===== config.mk =====
export PLATFORM = sky130hd
export DESIGN_NAME = ifetch_queue
export DESIGN_NICKNAME = d
export VERILOG_FILES = /design/src/rtl/ifetch_queue.sv
export SDC_FILE = /design/constraint.sdc
export NUM_CORES = 1
export LEC_CHECK = 0
export BUFFER_PORTS_ARGS = -buffer_cell sky130_fd_sc_hd__buf_2
export CAP_MARGIN = 10
export CELL_PAD_IN_SITES_DETAIL_PLACEMENT = 0
export CELL_PAD_IN_SITES_GLOBAL_PLACEMENT = 2
export CORE_UTILIZATION = 44
export CTS_BUF_LIST = sky130_fd_sc_hd__clkbuf_2
export DETAILED_ROUTE_END_ITERATION = 8
export MAX_ROUTING_LAYER = met4
export PLACE_DENSITY_LB_ADDON = 0.3
export SLEW_MARGIN = 0
export SYNTH_ARGS = -nofsm -noshare
export SYNTH_HDL_FRONTEND = slang
export SYNTH_SLANG_ARGS = --single-unit

===== constraint.sdc =====
create_clock -name clk -period 5.4 [get_ports clk]
set_input_delay 1.08 -clock clk [delete_from_list [all_inputs] [get_ports clk]]
set_output_delay 1.08 -clock clk [all_outputs]
set_load 0.03 [all_outputs]

===== src/rtl/ifetch_queue.sv =====
// ifetch_queue: issues sequential fetch PCs to the LSB, collects in-order returns and queues {ins, pc} for decode.
// Latency: ins_ready -> dec_valid 1 cycle; with IFQ_BYPASS_EN defined, 0 cycles when the queue is empty and nothing is dropping.
// Backpressure: issue is blocked by lsb_full and by credits (in-flight + queued < QDEPTH); dec_ready stalls pops; pause freezes all state.
module ifetch_queue #(
   parameter logic [31:0] RESET_PC = 32'h0,
   parameter int          QDEPTH   = 4,
   parameter int          MAX_OUT  = 4
) (
   input  logic        clk,
   input  logic        rst,
   input  logic        pause,
   input  logic        redirect_valid,
   input  logic [31:0] redirect_pc,
   input  logic        lsb_full,
   output logic [31:0] pc_addr,
   output logic        new_ins,
   input  logic        ins_ready,
   input  logic [31:0] ins_value,
   output logic        dec_valid,
   output logic [31:0] dec_ins,
   output logic [31:0] dec_pc,
   input  logic        dec_ready
);

   localparam int QW = $clog2(QDEPTH + 1);
   localparam int PW = $clog2(QDEPTH);
   localparam int OW = $clog2(MAX_OUT + 1);

   typedef enum logic {ST_RUN, ST_FLUSH} state_t;

   state_t          r_state, w_state_nxt;
   logic [31:0]     r_pc, r_pc_addr;
   logic            r_new_ins;
   logic [OW-1:0]   r_out_cnt, r_drop_cnt, w_out_nxt, w_drop_nxt;
   logic [31:0]     r_q_ins [QDEPTH];
   logic [31:0]     r_q_pc  [QDEPTH];
   logic [PW-1:0]   r_q_rd, r_q_wr;
   logic [QW-1:0]   r_q_cnt;

   logic            w_issue, w_ret, w_drop, w_push, w_pop, w_byp, w_q_empty;
   logic [31:0]     w_tag;

   assign w_q_empty = (r_q_cnt == '0);

   // Fetches are sequential and return in order, so the oldest live fetch address is
   // pc minus the number still outstanding; this stands in for an explicit tag FIFO.
   // Dropped returns never count in out_cnt, so they never disturb this arithmetic.
   assign w_tag = r_pc - (32'(r_out_cnt) << 2);

`ifdef IFQ_BYPASS_EN
   assign w_byp = ins_ready && !pause && !redirect_valid && (r_drop_cnt == '0)
                  && w_q_empty && dec_ready;
`else
   assign w_byp = 1'b0;
`endif

   // Issue/return/pop qualification and next-state for FSM and counters
   always_comb begin
      w_state_nxt = r_state;
      w_out_nxt   = r_out_cnt;
      w_drop_nxt  = r_drop_cnt;
      w_drop      = ins_ready && (r_drop_cnt != '0);
      w_ret       = ins_ready && (r_drop_cnt == '0);
      w_issue     = (r_state == ST_RUN) && !redirect_valid && !lsb_full
                    && (int'(r_out_cnt) < MAX_OUT)
                    && (int'(r_out_cnt) + int'(r_q_cnt) < QDEPTH);
      w_push      = w_ret && !redirect_valid && !w_byp;
      w_pop       = !w_q_empty && dec_ready && !redirect_valid;
      if (redirect_valid) begin
         // Everything still in flight, minus a word landing now (itself discarded), must be dropped
         w_out_nxt   = '0;
         w_drop_nxt  = r_drop_cnt + r_out_cnt - OW'(ins_ready);
         w_state_nxt = (w_drop_nxt != '0) ? ST_FLUSH : ST_RUN;
      end else begin
         w_out_nxt  = r_out_cnt + OW'(w_issue) - OW'(w_ret);
         w_drop_nxt = r_drop_cnt - OW'(w_drop);
         if ((r_state == ST_FLUSH) && (w_drop_nxt == '0)) begin
            w_state_nxt = ST_RUN;
         end
      end
   end

   // FSM state register
   always_ff @(posedge clk or negedge rst) begin
      if (!rst) begin
         r_state <= ST_RUN;
      end else if (!pause) begin
         r_state <= w_state_nxt;
      end
   end

   // PC, fetch request and in-flight/drop counters
   always_ff @(posedge clk or negedge rst) begin
      if (!rst) begin
         r_pc       <= RESET_PC;
         r_pc_addr  <= '0;
         r_new_ins  <= 1'b0;
         r_out_cnt  <= '0;
         r_drop_cnt <= '0;
      end else if (!pause) begin
         r_new_ins  <= w_issue;
         r_out_cnt  <= w_out_nxt;
         r_drop_cnt <= w_drop_nxt;
         if (w_issue) begin
            r_pc_addr <= r_pc;
         end
         if (redirect_valid) begin
            r_pc <= redirect_pc;
         end else if (w_issue) begin
            r_pc <= r_pc + 32'd4;
         end
      end
   end

   // Decoder queue storage and pointers; storage is reset so dec_ins/dec_pc read zero after reset
   always_ff @(posedge clk or negedge rst) begin
      if (!rst) begin
         for (int i = 0; i < QDEPTH; i++) begin
            r_q_ins[i] <= '0;
            r_q_pc[i]  <= '0;
         end
         r_q_rd  <= '0;
         r_q_wr  <= '0;
         r_q_cnt <= '0;
      end else if (!pause) begin
         if (redirect_valid) begin
            r_q_rd  <= '0;
            r_q_wr  <= '0;
            r_q_cnt <= '0;
         end else begin
            if (w_push) begin
               r_q_ins[r_q_wr] <= ins_value;
               r_q_pc[r_q_wr]  <= w_tag;
               r_q_wr          <= r_q_wr + PW'(1);
            end
            if (w_pop) begin
               r_q_rd <= r_q_rd + PW'(1);
            end
            r_q_cnt <= r_q_cnt + QW'(w_push) - QW'(w_pop);
         end
      end
   end

   // A pulse registered just before a stall is held and delivered once pause drops
   assign new_ins   = r_new_ins & ~pause;
   assign pc_addr   = r_pc_addr;
   assign dec_valid = !w_q_empty || w_byp;
   assign dec_ins   = w_byp ? ins_value : r_q_ins[r_q_rd];
   assign dec_pc    = w_byp ? w_tag     : r_q_pc[r_q_rd];

endmodule


==> reports/metrics.cfg <==
[power]
ir_drop_v = 0.000206
powerDensity_nw_per_um2 = 458
leakage_nw = 8.58
p_total_mw = 8.10

[finish]
drive_above_1_share = 0.327
syn_to_final_growth_pct = 11.4
utilization = 0.497
regArea_um2 = 8390
nFillCells = 3316
multiInputGateArea_um2 = 6840
finish.net_count = 1606
design_area_um2 = 17700

[cts]
cts_resized = 0
postCtsSetupBuffers = 0
clk_path_buf_depth = 3
cts_tree = done
numClockSinks = 335
path_clk_slew_ns = 0.09
cts.hold.buffers_added = 0
htreeDepth = 3
cts_inserted_buffers = 90
clock_latency_ns = 0.94
clock-root-buffer = clkbuf_2

[floorplanning]
die_area_um2 = 36800
start_util = 0.446
ios = 169
die_h_um = 192
coreArea_um2 = 35600
rows = 69
die_w_um = 192

[sta]
rsz0062_at_grt = no
period_minus_slack_ns = 4.07
hold_viol = 0
fin_crit_sh = 0.753
worstMarginPinSlew_ns = 1.13
skew_ns = 0.0674
hold_ws_ns = 0.197
setup_violations = 0
setup_tns_ns = 0
fmax_ghz = 0.246
maxSlewViolCount = 0
relSlewSlack = 0.244

[detailed_routing]
route.vias.total = 11100
drc = 0
drt-pass1-iter-count = 5
postRouteAntennaNets = 0
post_drt_wl_per_cell_um = 19.4
drt-total-wl_mm = 39.5
viasPerCell = 5.47
drtIter0Drc = 608

[logic_synthesis]
ys_warn_count = 0
yosysSeqAreaShare = 0.528
synth-main-ff-cell = dfrtp_1
syn_area_per_cell_um2 = 11.8
synth.most_common_cell = dfrtp_1
synth_edf_count = 0
synth_cell_type_count = 57
synth_cells = 1341
yosys.area.top_type = dfrtp_1
synth_nets = 1434
synthTopCellsByCount = dfrtp_1, nor2_1, a21oi_1
synth_area_leaders = dfrtp_1, mux4_2, mux2_2
synthArstFlopShare = 1.00
yosysTopAreaCellShare = 0.528
synth-seq-cells = 335
synth_area_um2 = 15900

[run]
cap_violations = 0

[global_routing]
grt_max_degree = 112
grt_pass1_wl_mm = 63.2
grtUsageTotal = 0.230
grt_pass1_vias = 11400
gr-total-overflow = 0
antenna_found_initial = 2

[place]
post_dp_cell_area_um2 = 16900
dp_hpwl_mm = 25.2
portBuffers = 168
place.gp.congestion = 0.833

[min_path]
hold_path.class = in2async

[setup_path]
cp_max_fo = 35
criticalPathCategory = reg2out
cp-end-kind = output pin
worstPathRequired_ns = 4.32
critical_path_arrival_ns = 2.99
worst_setup_path_start_kind = flip-flop

[run_status]
status = finished, final reports clean

power breakdown:
group	total, mW	internal (mW)	switching, mW
Clock	1.76	0.733	1.02
Sequential	3.59	3.10	0.488
Combinational	2.75	1.11	1.64
through the flow:
| stage | setup slack (ns) | std cells |
|---|---|---|
| global route | 1.05 | 2030 |
| detailed placement | 1.55 | 1882 |
| global placement | 1.58 | 1882 |
| finish | 1.33 | 2031 |
| floorplan | 2.16 | 1341 |
| CTS | 1.14 | 2028 |
registers in the layout (all words and copies together), names as in the netlist:
register	count
r_q_rd	2
r_q_wr	2
r_q_pc	128
r_out_cnt	3
r_q_cnt	3
r_drop_cnt	3
r_new_ins	1
pc_addr	32
r_pc	32
r_state	1
r_q_ins	128
kinds of logic after synthesis:
group / Yosys count / synth area share
AOI/OAI and AO/OA: 213 / 0.0751
xor gates and xnor gates: 34 / 0.0188
adders and majority gates: 22 / 0.0192
buffers and inverters: 124 / 0.0417
DFF: 335 / 0.528
muxes: 226 / 0.205
and+or+nand+nor: 387 / 0.112
cell type report:
class | instances | area share
Multi-Input combinational cell | 882 | 0.387
Antenna cell | 3 | 0.000425
Clock inverter | 14 | 0.00623
Timing Repair Buffer | 184 | 0.0578
Inverter | 20 | 0.00425
Tap cell | 461 | 0.0326
Sequential cell | 335 | 0.475
Clock buffer | 132 | 0.0374
worst max-delay path, stage by stage (launching register included):
cell and delay, ns:
dfrtp_4 0.90, buf_12 0.38, mux4_2 0.59, buf_2 0.20
path summary, 6_finish.rpt:
check | start | endpoint | slack [ns] | cells past startpoint
setup / recovery | r_q_rd[0] | dec_pc[30] | 1.33 | 3
hold / removal | rst | r_q_ins[21] | 0.20 | 1
setup reg to reg | r_out_cnt[2] | r_out_cnt[2] | 2.10 | 12
hold reg to reg | pc_addr[25] | pc_addr[25] | 0.48 | 2
max in group asynchronous | rst | r_q_pc[49] | 4.05 | 2
min in group clk | ins_value[31] | r_q_ins[63] | 0.39 | 2
routing by layer:
layer | part of all wire | GRT usage
met1 | 0.47 | 0.313
met2 | 0.46 | 0.340
met3 | 0.049 | 0.0468
met4 | 0.022 | 0.0824
met5 | 0 | -
cell usage in the layout (no fill, tap or decap), drive strengths merged, types with 4 or more instances in the layout:
cell type and n:
a21oi 134, nand4 12, and4 7, or3 6, and2 9, fa 4
and3 9, inv 21, mux2i 12, nor2 146, a22oi 7, a211oi 5
dfrtp 335, ha 18, nor4 25, buf 184, mux2 150, o22ai 23
nor3 16, clkbuf 132, nand3 13, nand2 128, xnor2 33, clkinv 11
mux4 64, o21ai 24
(Power assumes the default switching activity.)
